## src/rtl/fifo_rd_ctrl.sv

```systemverilog
// Read-side controller for a dual-port FIFO RAM, read clock domain.
// Owns the read pointer, drives the RAM read address/strobe, synchronises the
// write-domain Gray pointer and produces registered empty/almost-empty/level
// status plus a one-cycle underflow pulse.
module fifo_rd_ctrl #(
    parameter int ASIZE    = 4,
    parameter int AE_LEVEL = 2
) (
    input  logic             rd_clk,
    input  logic             rd_rst_n,
    input  logic             rd_en,
    input  logic [ASIZE:0]   wr_ptr_gray,
    output logic             rd_inc,
    output logic [ASIZE-1:0] rd_addr,
    output logic [ASIZE:0]   rd_ptr_gray,
    output logic             rd_empty,
    output logic             rd_almost_empty,
    output logic [ASIZE:0]   rd_level,
    output logic             rd_underflow
);

    localparam logic [ASIZE:0] AE_THRESH = (ASIZE+1)'(AE_LEVEL);

    // Gray to binary: each binary bit is the XOR of all Gray bits at or above it.
    function automatic logic [ASIZE:0] gray2bin(input logic [ASIZE:0] g);
        logic [ASIZE:0] b;
        b[ASIZE] = g[ASIZE];
        for (int i = ASIZE - 1; i >= 0; i--) begin
            b[i] = b[i+1] ^ g[i];
        end
        return b;
    endfunction

    function automatic logic [ASIZE:0] bin2gray(input logic [ASIZE:0] b);
        return b ^ (b >> 1);
    endfunction

    logic [ASIZE:0] sync1_q, sync1_d;
    logic [ASIZE:0] sync2_q, sync2_d;
    logic [ASIZE:0] rd_bin_q, rd_bin_d;
    logic [ASIZE:0] rd_ptr_gray_q, rd_ptr_gray_d;
    logic           rd_empty_q, rd_empty_d;
    logic           rd_almost_empty_q, rd_almost_empty_d;
    logic [ASIZE:0] rd_level_q, rd_level_d;
    logic           rd_underflow_q, rd_underflow_d;

    // The read strobe is gated by the registered empty flag, so a read while
    // empty never moves the pointer.
    assign rd_inc = rd_en & ~rd_empty_q;

    // Next-state: pointer advance, two-flop synchroniser shift and status flags.
    // Flags compare against the post-read pointer so the read that drains the
    // last visible word raises empty on that same edge.
    always_comb begin
        sync1_d           = wr_ptr_gray;
        sync2_d           = sync1_q;
        rd_bin_d          = rd_bin_q + {{ASIZE{1'b0}}, rd_inc};
        rd_ptr_gray_d     = bin2gray(rd_bin_d);
        rd_empty_d        = (rd_ptr_gray_d == sync2_q);
        rd_level_d        = gray2bin(sync2_q) - rd_bin_d;
        rd_almost_empty_d = (rd_level_d <= AE_THRESH);
        rd_underflow_d    = rd_en & rd_empty_q;
    end

    // State registers; reset is asynchronous so outputs clear without a clock.
    always_ff @(posedge rd_clk or negedge rd_rst_n) begin
        if (!rd_rst_n) begin
            sync1_q           <= '0;
            sync2_q           <= '0;
            rd_bin_q          <= '0;
            rd_ptr_gray_q     <= '0;
            rd_empty_q        <= 1'b1;
            rd_almost_empty_q <= 1'b1;
            rd_level_q        <= '0;
            rd_underflow_q    <= 1'b0;
        end else begin
            sync1_q           <= sync1_d;
            sync2_q           <= sync2_d;
            rd_bin_q          <= rd_bin_d;
            rd_ptr_gray_q     <= rd_ptr_gray_d;
            rd_empty_q        <= rd_empty_d;
            rd_almost_empty_q <= rd_almost_empty_d;
            rd_level_q        <= rd_level_d;
            rd_underflow_q    <= rd_underflow_d;
        end
    end

    assign rd_addr         = rd_bin_q[ASIZE-1:0];
    assign rd_ptr_gray     = rd_ptr_gray_q;
    assign rd_empty        = rd_empty_q;
    assign rd_almost_empty = rd_almost_empty_q;
    assign rd_level        = rd_level_q;
    assign rd_underflow    = rd_underflow_q;

endmodule

```

## config.mk

```make
export PLATFORM = sky130hd
export DESIGN_NAME = fifo_rd_ctrl
export DESIGN_NICKNAME = d
export VERILOG_FILES = /design/src/rtl/fifo_rd_ctrl.sv
export SDC_FILE = /design/constraint.sdc
export NUM_CORES = 1
export LEC_CHECK = 0
export BUFFER_PORTS_ARGS = -buffer_cell sky130_fd_sc_hd__buf_2
export CAP_MARGIN = 20
export CORE_MARGIN = 2
export CORE_UTILIZATION = 45
export CTS_CLUSTER_DIAMETER = 120
export DETAILED_ROUTE_END_ITERATION = 8
export PLACE_DENSITY = 0.68
export SETUP_SLACK_MARGIN = 0.05
export SLEW_MARGIN = 20
export SYNTH_ARGS = -nofsm -noshare
export SYNTH_HDL_FRONTEND = slang
export SYNTH_SLANG_ARGS = --single-unit
```

## constraint.sdc

```tcl
create_clock -name rd_clk -period 6.6 [get_ports rd_clk]
set_clock_uncertainty 0.05 [all_clocks]
set_input_delay 0 -clock rd_clk [delete_from_list [all_inputs] [get_ports rd_clk]]
set_output_delay 0 -clock rd_clk [all_outputs]
set_load 0.005 [all_outputs]
```

Yosys cells after proc, flatten, opt, wreduce, memory -nomap -nowiden
Index checks and enable logic that the tools add are counted.
- add/sub/neg operators: 2
- magnitude comparators: 1
- equal/unequal tests: 1
- bitwise logic cells: 8
- operators with widths (cell ; count):
    $add A5 B1 Y5 ; 1
    $eq A5 B5 Y1 ; 1
    $le A5 B2 Y1 const B ; 1
    $sub A5 B5 Y5 ; 1
    $xor A5 B4 Y5 ; 1
    $xor A1 B1 Y1 ; 4
    $and A1 B1 Y1 ; 2
    $not A1 Y1 ; 1
- register bits: 28
- input port bits: 8
- output and inout bits: 18
- word-level logic and storage cells: 20

Logic depth before layout (Yosys ltp)
Gate-level depths: netlist (run 1).
- depth in word-level cells: 6
- depth in mapped cells: 9
- mapped depth without buffers: 9

Least setup slack after synthesis (run 1)
OpenSTA, ideal clock, no wires.
- kind: register to register
- start: reg sync2_q[4]
- end: reg rd_almost_empty_q, in the netlist rd_almost_empty
- library setup time: 0.105 ns
- data arrival time: 2.543 ns
- data required time: 6.445 ns
- setup slack: 3.902 ns
- cell stages (with the launch flop): 10
- path buffers: 0
- clock period less this slack: 2.698 ns
- cell sequence: dfrtp_1 > xor3_2 > xor2_1 > xnor2_1 > ha_1 > inv_1 > fa_1 > a31oi_1 > xnor2_1 > a2111oi_2
- cells in the longest elaborated chain, start to end: 6
- ends and longest elaborated chain (item ; line ; RTL):
    from (decl) ; 39 ; logic [ASIZE:0] sync2_q, sync2_d;
    from (signal assigned) ; 78 ; sync2_q <= sync2_d;
    $xor A1 B1 Y1 (4 in series) ; 29 ; b[i] = b[i+1] ^ g[i];
    $sub A5 B5 Y5 (*) ; 60 ; rd_level_d = gray2bin(sync2_q) - rd_bin_d;
    via rd_level_d[4] ; 44 ; logic [ASIZE:0] rd_level_q, rd_level_d;
    $le A5 B2 Y1 (*) ; 61 ; rd_almost_empty_d = (rd_level_d <= AE_THRESH);
    via rd_almost_empty_d ; 43 ; logic rd_almost_empty_q, rd_almost_empty_d;
    to (signal assigned) ; 82 ; rd_almost_empty_q <= rd_almost_empty_d;
    to (decl) ; 43 ;
Mark *: on every way through the listed nets, which the timed path passes. The rest lies on a longest branch.

Worst setup path in the final report (run 1)
Same ends and word-level chain as after synthesis.

==> run metrics, run 1 <==
status finished clean; Setup Slack @ Placement 3.65 ns; via count 715; Final Max Slew Viols 0; ys flop type dfrtp_1; register area share after synthesis 0.583; total wire length 1.93 mm; Vias/cell 4.86; Setup CP Type reg2reg; CTS H-tree lvls 1; crit share post-route 0.448; largest net degree at the start of global routing 28; DRC Markers 0; First DRT Iteration DRCs 6; Final nets 133; Syn Nets 98; drt pass-1 iters 4; CTS sink cnt 27; commonest cells after routing, fill and taps aside buf_2 (25), dfrtp_1 (25), xnor2_1 (12); Worst EP arrival 3.13 ns; average size of a mapped cell 14.0 um^2; Ys Warns 0; Synth Instances 83; Die Y 54.9 um; post-layout minimum cycle time 2.96 ns; Post-synth EDFFs 0; CP startpoint kind flip-flop; Worst R2R Start sync2_q[4]$_DFF_PN0_; fmax 338 MHz; post-cts resize count 0; CTS tree done; Ports 26; Synth cell types 23; Overall Power 690 uW; max_slew headroom 0.621; Core Footprint 0.00245 mm^2; clk root buf clkbuf_4; Area growth, synth to finish 21.9%; GRT Total Usage 0.153; top cell type by total area after synthesis dfrtp_1; final hold violations 0; worst r2r path cells 9; Fin Setup TNS 0 ns; vias in the first global route 705; clock network latency to the later pin of the worst-skew pair 0.32 ns; Pwr Density 486 mW/mm^2; ys async rst share 1.00; FP Rows 18; Overflow after GRT 0; CP endpoint kind flip-flop; Worst Path Required 6.77 ns; Worst Max-Slew Pin Slew 0.569 ns; Yosys top cell area share 0.538; r2r endpoint rd_almost_empty$_DFF_PN1_; flops & latches, synth 27; Clk pin slew, worst setup/hold paths 0.15 ns; Bufs on Longest Clock Path 2; max_cap viols 0; post-route ant nets 0; cell area after synthesis 0.00116 mm^2; first-pass GRT wire length 3.12 mm; Critical Path Fanout Max 5; buffers added on ports 25; leak pwr 0.000681 uW; fin worst setup slack 3.64 ns; die area 0.00301 mm^2; top cells by area, synth dfrtp_1 (54%), xnor2_1 (9.0%), xor2_1 (7.5%); RSZ-0062 raised after global routing false; Setup-failing EPs final 0; ant diodes 0; share of cells above drive strength 1 0.282; initial core utilization 0.474; CTS Buf Count 3; Die X 54.9 um; VDD IR max 0.313 mV; setup slack, reg-to-reg 3.64 ns; Hold Path Class in2async; initial antenna violation count 0; Final GP Congestion 0.760; drt wl/cell 13.1 um; DP Wirelength 1.48 mm
==> kinds of logic (layout without fill, tap and decap cells) <==
| kind of cell | Yosys count | count (layout) | synth area share |
|---|---|---|---|
| simple gates | 9 | 9 | 0.0473 |
| buf+inv | 8 | 42 | 0.0258 |
| fa+ha+maj | 7 | 7 | 0.0817 |
| xor+xnor | 24 | 24 | 0.208 |
| compound gates | 8 | 8 | 0.0548 |
| flops | 27 | 27 | 0.583 |
==> per-layer routing <==
| metal | vias to the layer above | part of all wire | global-route usage |
|---|---|---|---|
| li1 | 343 | - | - |
| met1 | 351 | 0.42 | 0.168 |
| met2 | 19 | 0.53 | 0.282 |
| met3 | 2 | 0.039 | 0.0246 |
| met4 | 0 | 0.0099 | 0.0750 |
| met5 | - | 0 | 0 |
==> how the worst max path moves through the flow <==
stage,slack (ns),end,from,cells past startpoint
floorplan,3.90,rd_almost_empty$_DFF_PN1_,sync2_q[4]$_DFF_PN0_,9
global placement,3.82,rd_almost_empty$_DFF_PN1_,sync2_q[4]$_DFF_PN0_,9
detailed placement,3.65,rd_almost_empty$_DFF_PN1_,sync2_q[4]$_DFF_PN0_,9
CTS,3.60,rd_almost_empty$_DFF_PN1_,sync2_q[4]$_DFF_PN0_,9
global route,3.44,rd_almost_empty$_DFF_PN1_,sync2_q[4]$_DFF_PN0_,9
finish,3.64,rd_almost_empty$_DFF_PN1_,sync2_q[4]$_DFF_PN0_,9
==> final cells by class <==
type | count | area (um^2)
Clock buffer | 3 | 22.5
Clock inverter | 1 | 7.51
Fill cell | 207 | 1040
Inverter | 6 | 22.5
Multi-Input combinational cell | 48 | 455
Sequential cell | 27 | 678
Tap cell | 30 | 37.5
Timing Repair Buffer | 32 | 195
==> critical path: stages, from the launching register on <==
cell	delay [ns]
dfrtp_1	0.46
xor3_2	0.51
xor2_1	0.33
xnor2_1	0.19
ha_1	0.18
inv_1	0.06
fa_1	0.39
a31oi_1	0.23
xnor2_1	0.12
a2111oi_2	0.33
==> stage by stage <==
stage,std cells,area (um^2),hold slack [ns],util
after floorplan,83,1160,-0.346,-
after global placement,136,1320,-0.0238,0.537
after detailed placement,136,1320,-0.0152,0.537
after CTS,147,1420,0.143,0.578
after global routing,147,1420,0.205,0.578
final,147,1420,0.132,0.578
==> report_power, final <==
group | switching, uW | total, uW | internal [uW]
sequential | 36.2 | 261 | 225
clock | 47.5 | 70.6 | 23.1
combinational | 185 | 358 | 173
==> Yosys cell counts (2+ instances only) <==
cell type	number
clkbuf_1	2
dfrtp_1	25
a21o_1	2
dfstp_2	2
nor2b_1	2
inv_1	6
nand3_1	2
a21oi_1	2
xnor2_1	12
ha_1	6
xor2_1	10
==> registers in the layout, summed over array words and instances, names as in the netlist <==
register,cells
rd_almost_empty,1
rd_bin_q,5
rd_empty,1
rd_level,5
rd_ptr_gray,4
rd_underflow,1
sync1_q,5
sync2_q,5
==> repair_timing <==
action / 4_1_cts / 5_1_grt
hold endpoints to repair: 33 / 0
hold buffers: 7 / 0
setup buffers: 0 / 0
(Power assumes the default switching activity.)
==> run 2: changes to the inputs <==
--- a/config.mk
+++ b/config.mk
@@ -11,7 +11,7 @@
 export CORE_UTILIZATION = 45
 export CTS_CLUSTER_DIAMETER = 120
 export DETAILED_ROUTE_END_ITERATION = 8
-export PLACE_DENSITY = 0.68
+export PLACE_DENSITY = 0.71
 export SETUP_SLACK_MARGIN = 0.05
 export SLEW_MARGIN = 20
 export SYNTH_ARGS = -nofsm -noshare
==> constraint.sdc (replaced) <==
create_clock -name rd_clk -period 2.7 [get_ports rd_clk]
set_clock_uncertainty 0.05 [all_clocks]
set_input_delay 0 -clock rd_clk [delete_from_list [all_inputs] [get_ports rd_clk]]
set_output_delay 0 -clock rd_clk [all_outputs]
set_load 0.005 [all_outputs]
==> run 2 against run 1 <==
  * Cell area is 8.4% higher
  * Critical path type unchanged
  * Core utilization increased by 4.8 points
  * Critical path depth stayed put
  * Largest power group unchanged
  * First-iteration DRC count is 100% higher
==> run metrics, run 2 (same netlist as run 1, synthesis figures left out) <==
DRC Markers 0; Hold Path Class in2async; largest net degree at the start of global routing 28; clock network latency to the later pin of the worst-skew pair 0.32 ns; layer with the highest usage met2; Final nets 139; max_slew headroom 0.616; die area 0.00301 mm^2; First DRT Iteration DRCs 12; CP startpoint kind flip-flop; commonest cells after routing, fill and taps aside buf_2 (25), dfrtp_1 (25), xnor2_1 (10); final hold violations 0; buffers added on ports 25; Worst EP arrival 2.70 ns; Setup-failing EPs final 0; Ports 26; FP Rows 18; Setup CP Type reg2reg; drt wl/cell 12.6 um; Worst R2R Start sync2_q[2]$_DFF_PN0_; vias in the first global route 717; Global Route met1 Usage 0.174; max_cap viols 0; Pwr Density 1170 mW/mm^2; r2r endpoint rd_almost_empty$_DFF_PN1_; total wire length 1.92 mm; CP top delay family XOR/XNOR gates; initial core utilization 0.474; leak pwr 0.000730 uW; post-route ant nets 0; CTS H-tree lvls 1; Clk pin slew, worst setup/hold paths 0.15 ns; Area growth, synth to finish 32.2%; ant diodes 0; share of cells above drive strength 1 0.390; CP endpoint kind flip-flop; Critical Path Fanout Max 2; Final Max Slew Viols 0; fmax 396 MHz; initial antenna violation count 0; worst r2r path cells 9; CTS Buf Count 3; Worst Path Required 2.87 ns; end-of-flow core utilization 0.626; met3 usage 0.0246; Core Footprint 0.00245 mm^2; setup slack, reg-to-reg 0.17 ns; crit share post-route 0.935; GR Util met2 0.260; Bufs on Longest Clock Path 2; VDD IR max 0.703 mV; post-layout minimum cycle time 2.53 ns; drt pass-1 iters 4; crit path buf inv count 1; status finished clean; Worst Max-Slew Pin Slew 0.576 ns; Die X 54.9 um; Die Y 54.9 um; CTS sink cnt 27; RSZ-0062 raised after global routing false; Largest stage delay, worst path 0.44 ns; Vias/cell 4.73; Overall Power 1800 uW; worst setup path start sync2_q[2]$_DFF_PN0_; Overflow after GRT 0; clk root buf clkbuf_4; Final GP Congestion 0.719; CP max-delay cell xor3_2; DP Wirelength 1.38 mm; CTS tree done; via count 724; Cell Chain, Critical Path xor3_2 -> xor2_4 -> xnor2_2 -> ha_2 -> inv_1 -> fa_2 -> a31oi_4 -> xnor2_2 -> a2111oi_2; GRT Total Usage 0.149; cell mode on critical path xnor2_2; first-pass GRT wire length 3.10 mm
## run 2: worst max-delay path by stage
| stage | cells past startpoint | slack, ns | endpoint |
|---|---|---|---|
| floorplan | 9 | 0.08 | rd_almost_empty$_DFF_PN1_ |
| global placement | 9 | 0.08 | rd_almost_empty$_DFF_PN1_ |
| detailed placement | 9 | -0.05 | rd_almost_empty$_DFF_PN1_ |
| CTS | 9 | 0.06 | rd_almost_empty$_DFF_PN1_ |
| global route | 8 | 0.07 | rd_almost_empty$_DFF_PN1_ |
| finish | 9 | 0.17 | rd_almost_empty$_DFF_PN1_ |
## run 2: final cells by class
cell class / instances / area (um^2)
fill: 193 / 917
sequential: 27 / 678
multi-input combinational: 48 / 532
timing repair buffer: 38 / 240
tap: 30 / 37.5
clock buffer: 3 / 22.5
inverter: 6 / 22.5
clock inverter: 1 / 5.00
## run 2: where the power goes
group | internal [uW] | switching [uW] | total, uW
registers | 550 | 94.5 | 645
clock network | 55.4 | 116 | 171
logic | 499 | 488 | 987
total | 1100 | 698 | 1800
## run 2: timing repair
| action | in CTS | in global routing |
|---|---|---|
| setup buffers | 3 | 1 |
| setup endpoints to repair | 1 | 1 |
| gates resized for setup | 3 | 8 |
| hold endpoints to repair | 33 | 0 |
| pin swaps | 2 | 6 |
| hold buffers | 7 | 0 |
## run 2: per-layer routing
metal / routed length (um) / share of wire
met5: 0 / 0
met2: 958 / 0.50
met1: 862 / 0.45
met3: 82 / 0.043
met4: 17 / 0.0088
## run 2: per-stage QoR
step,TNS (ns),cells,hold slack [ns],cell area [um^2],setup WS (ns)
after global routing,0,153,0.191,1540,0.0665
after global placement,0,138,-0.0247,1340,0.0772
final,0,153,0.134,1540,0.175
after detailed placement,-0.0510,138,-0.0120,1340,-0.0510
after CTS,0,152,0.157,1480,0.0607
after floorplan,0,83,-0.346,1170,0.0770
==> run 3: changes to the inputs <==
--- a/config.mk
+++ b/config.mk
@@ -11,7 +11,7 @@
 export CORE_UTILIZATION = 45
 export CTS_CLUSTER_DIAMETER = 120
 export DETAILED_ROUTE_END_ITERATION = 8
-export PLACE_DENSITY = 0.71
+export PLACE_DENSITY = 0.68
 export SETUP_SLACK_MARGIN = 0.05
 export SLEW_MARGIN = 20
 export SYNTH_ARGS = -nofsm -noshare
==> constraint.sdc (replaced) <==
create_clock -name rd_clk -period 2.83 [get_ports rd_clk]
set_clock_uncertainty 0.05 [all_clocks]
set_input_delay 0 -clock rd_clk [delete_from_list [all_inputs] [get_ports rd_clk]]
set_output_delay 0 -clock rd_clk [all_outputs]
set_load 0.005 [all_outputs]
==> run 3 against run 2 <==
  * Cell count fell by 0.65%
  * Routed wire length increased by 4.4%
  * Hold slack improved by 0.0030 ns
==> run metrics, run 3 (same netlist as run 1, synthesis figures left out) <==
Fin Setup TNS 0 ns; Worst Path Required 3.00 ns; DRC Markers 0; Final nets 138; first-pass GRT wire length 3.21 mm; Overflow after GRT 0; Clk pin slew, worst setup/hold paths 0.14 ns; CTS sink cnt 27; clk root buf clkbuf_4; fin cells 152; CP max-delay cell xor3_2; Final GP Congestion 0.699; share of cells above drive strength 1 0.328; largest net degree at the start of global routing 28; CP top delay family XOR/XNOR gates; via count 711; First DRT Iteration DRCs 9; Ports 26; ant diodes 0; VDD IR max 0.658 mV; initial core utilization 0.474; final hold violations 0; DP Wirelength 1.48 mm; CP endpoint kind flip-flop; CTS Buf Count 3; post-layout minimum cycle time 2.70 ns; Area growth, synth to finish 27.3%; CTS tree done; FP Rows 18; Critical Path Fanout Max 3; initial antenna violation count 0; Bufs on Longest Clock Path 2; Cell Chain, Critical Path xor3_2 -> xor2_4 -> xnor2_2 -> ha_1 -> inv_1 -> fa_1 -> a31oi_1 -> xnor2_1 -> a2111oi_2; Setup CP Type reg2reg; die area 0.00301 mm^2; drt wl/cell 13.2 um; max_cap viols 0; commonest cells after routing, fill and taps aside buf_2 (25), dfrtp_1 (25), xnor2_1 (11); vias in the first global route 710; Worst Max-Slew Pin Slew 0.578 ns; crit share post-route 0.954; clock network latency to the later pin of the worst-skew pair 0.32 ns; Final Max Slew Viols 0; RSZ-0062 raised after global routing false; Die X 54.9 um; Hold Path Class in2async; CTS H-tree lvls 1; CP startpoint kind flip-flop; GRT Total Usage 0.159; crit path buf inv count 1; cell total after placement 138; Vias/cell 4.68; fmax 370 MHz; buffers added on ports 25; post-route ant nets 0; Largest stage delay, worst path 0.45 ns; Die Y 54.9 um; Core Footprint 0.00245 mm^2; leak pwr 0.000713 uW; total wire length 2.01 mm; Setup-failing EPs final 0; status finished clean; max_slew headroom 0.615; Worst EP arrival 2.87 ns; drt pass-1 iters 4; Pwr Density 1110 mW/mm^2
run 3: what timing repair did:
item,in CTS,in global routing
setup buffers,1,2
hold endpoints to repair,33,0
setup endpoints to repair,1,1
gates resized for setup,2,2
pin swaps,1,2
hold buffers,7,0
run 3: final timing paths:
kind,endpoint,slack [ns],startpoint,cells after the start
max,rd_almost_empty$_DFF_PN1_,0.13,sync2_q[3]$_DFF_PN0_,9
min,rd_underflow$_DFF_PN0_,0.14,rd_rst_n,2
max reg2reg,rd_almost_empty$_DFF_PN1_,0.13,sync2_q[3]$_DFF_PN0_,9
min reg2reg,sync2_q[1]$_DFF_PN0_,0.30,sync1_q[1]$_DFF_PN0_,0
max in group asynchronous,rd_almost_empty$_DFF_PN1_,2.21,rd_rst_n,2
min in group rd_clk,sync1_q[3]$_DFF_PN0_,0.25,wr_ptr_gray[3],2
run 3: cell type report:
| cell class | instances | area, um^2 |
|---|---|---|
| Clock buffer | 4 | 26.3 |
| Fill cell | 203 | 973 |
| Inverter | 6 | 22.5 |
| Multi-Input combinational cell | 48 | 484 |
| Sequential cell | 27 | 678 |
| Tap cell | 30 | 37.5 |
| Timing Repair Buffer | 37 | 233 |
run 3: metrics by stage:
step	total power [uW]	area, um^2	hold slack (ns)	worst slack, ns	utilization
2_1_floorplan	1210	1160	-0.346	0.132	-
3_3_place_gp	1450	1330	-0.0253	0.121	0.543
3_5_place_dp	1470	1330	-0.0133	-0.0423	0.543
4_1_cts	1650	1460	0.159	0.0668	0.593
5_1_grt	1800	1480	0.205	0.0243	0.603
6_report	1640	1480	0.137	0.130	0.603
run 3: per-layer routing:
layer | up-vias | wire [um] | global-route usage
met3 | 5 | 98 | 0.0246
met2 | 20 | 1010 | 0.270
met1 | 337 | 852 | 0.192
li1 | 349 | - | -
met5 | - | 0 | 0
met4 | 0 | 41 | 0.0875
run 3: power breakdown:
group	total (uW)	switching, uW	internal, uW
Combinational	868	440	428
Clock	161	105	55.2
Sequential	613	87.3	525
Total	1640	633	1010
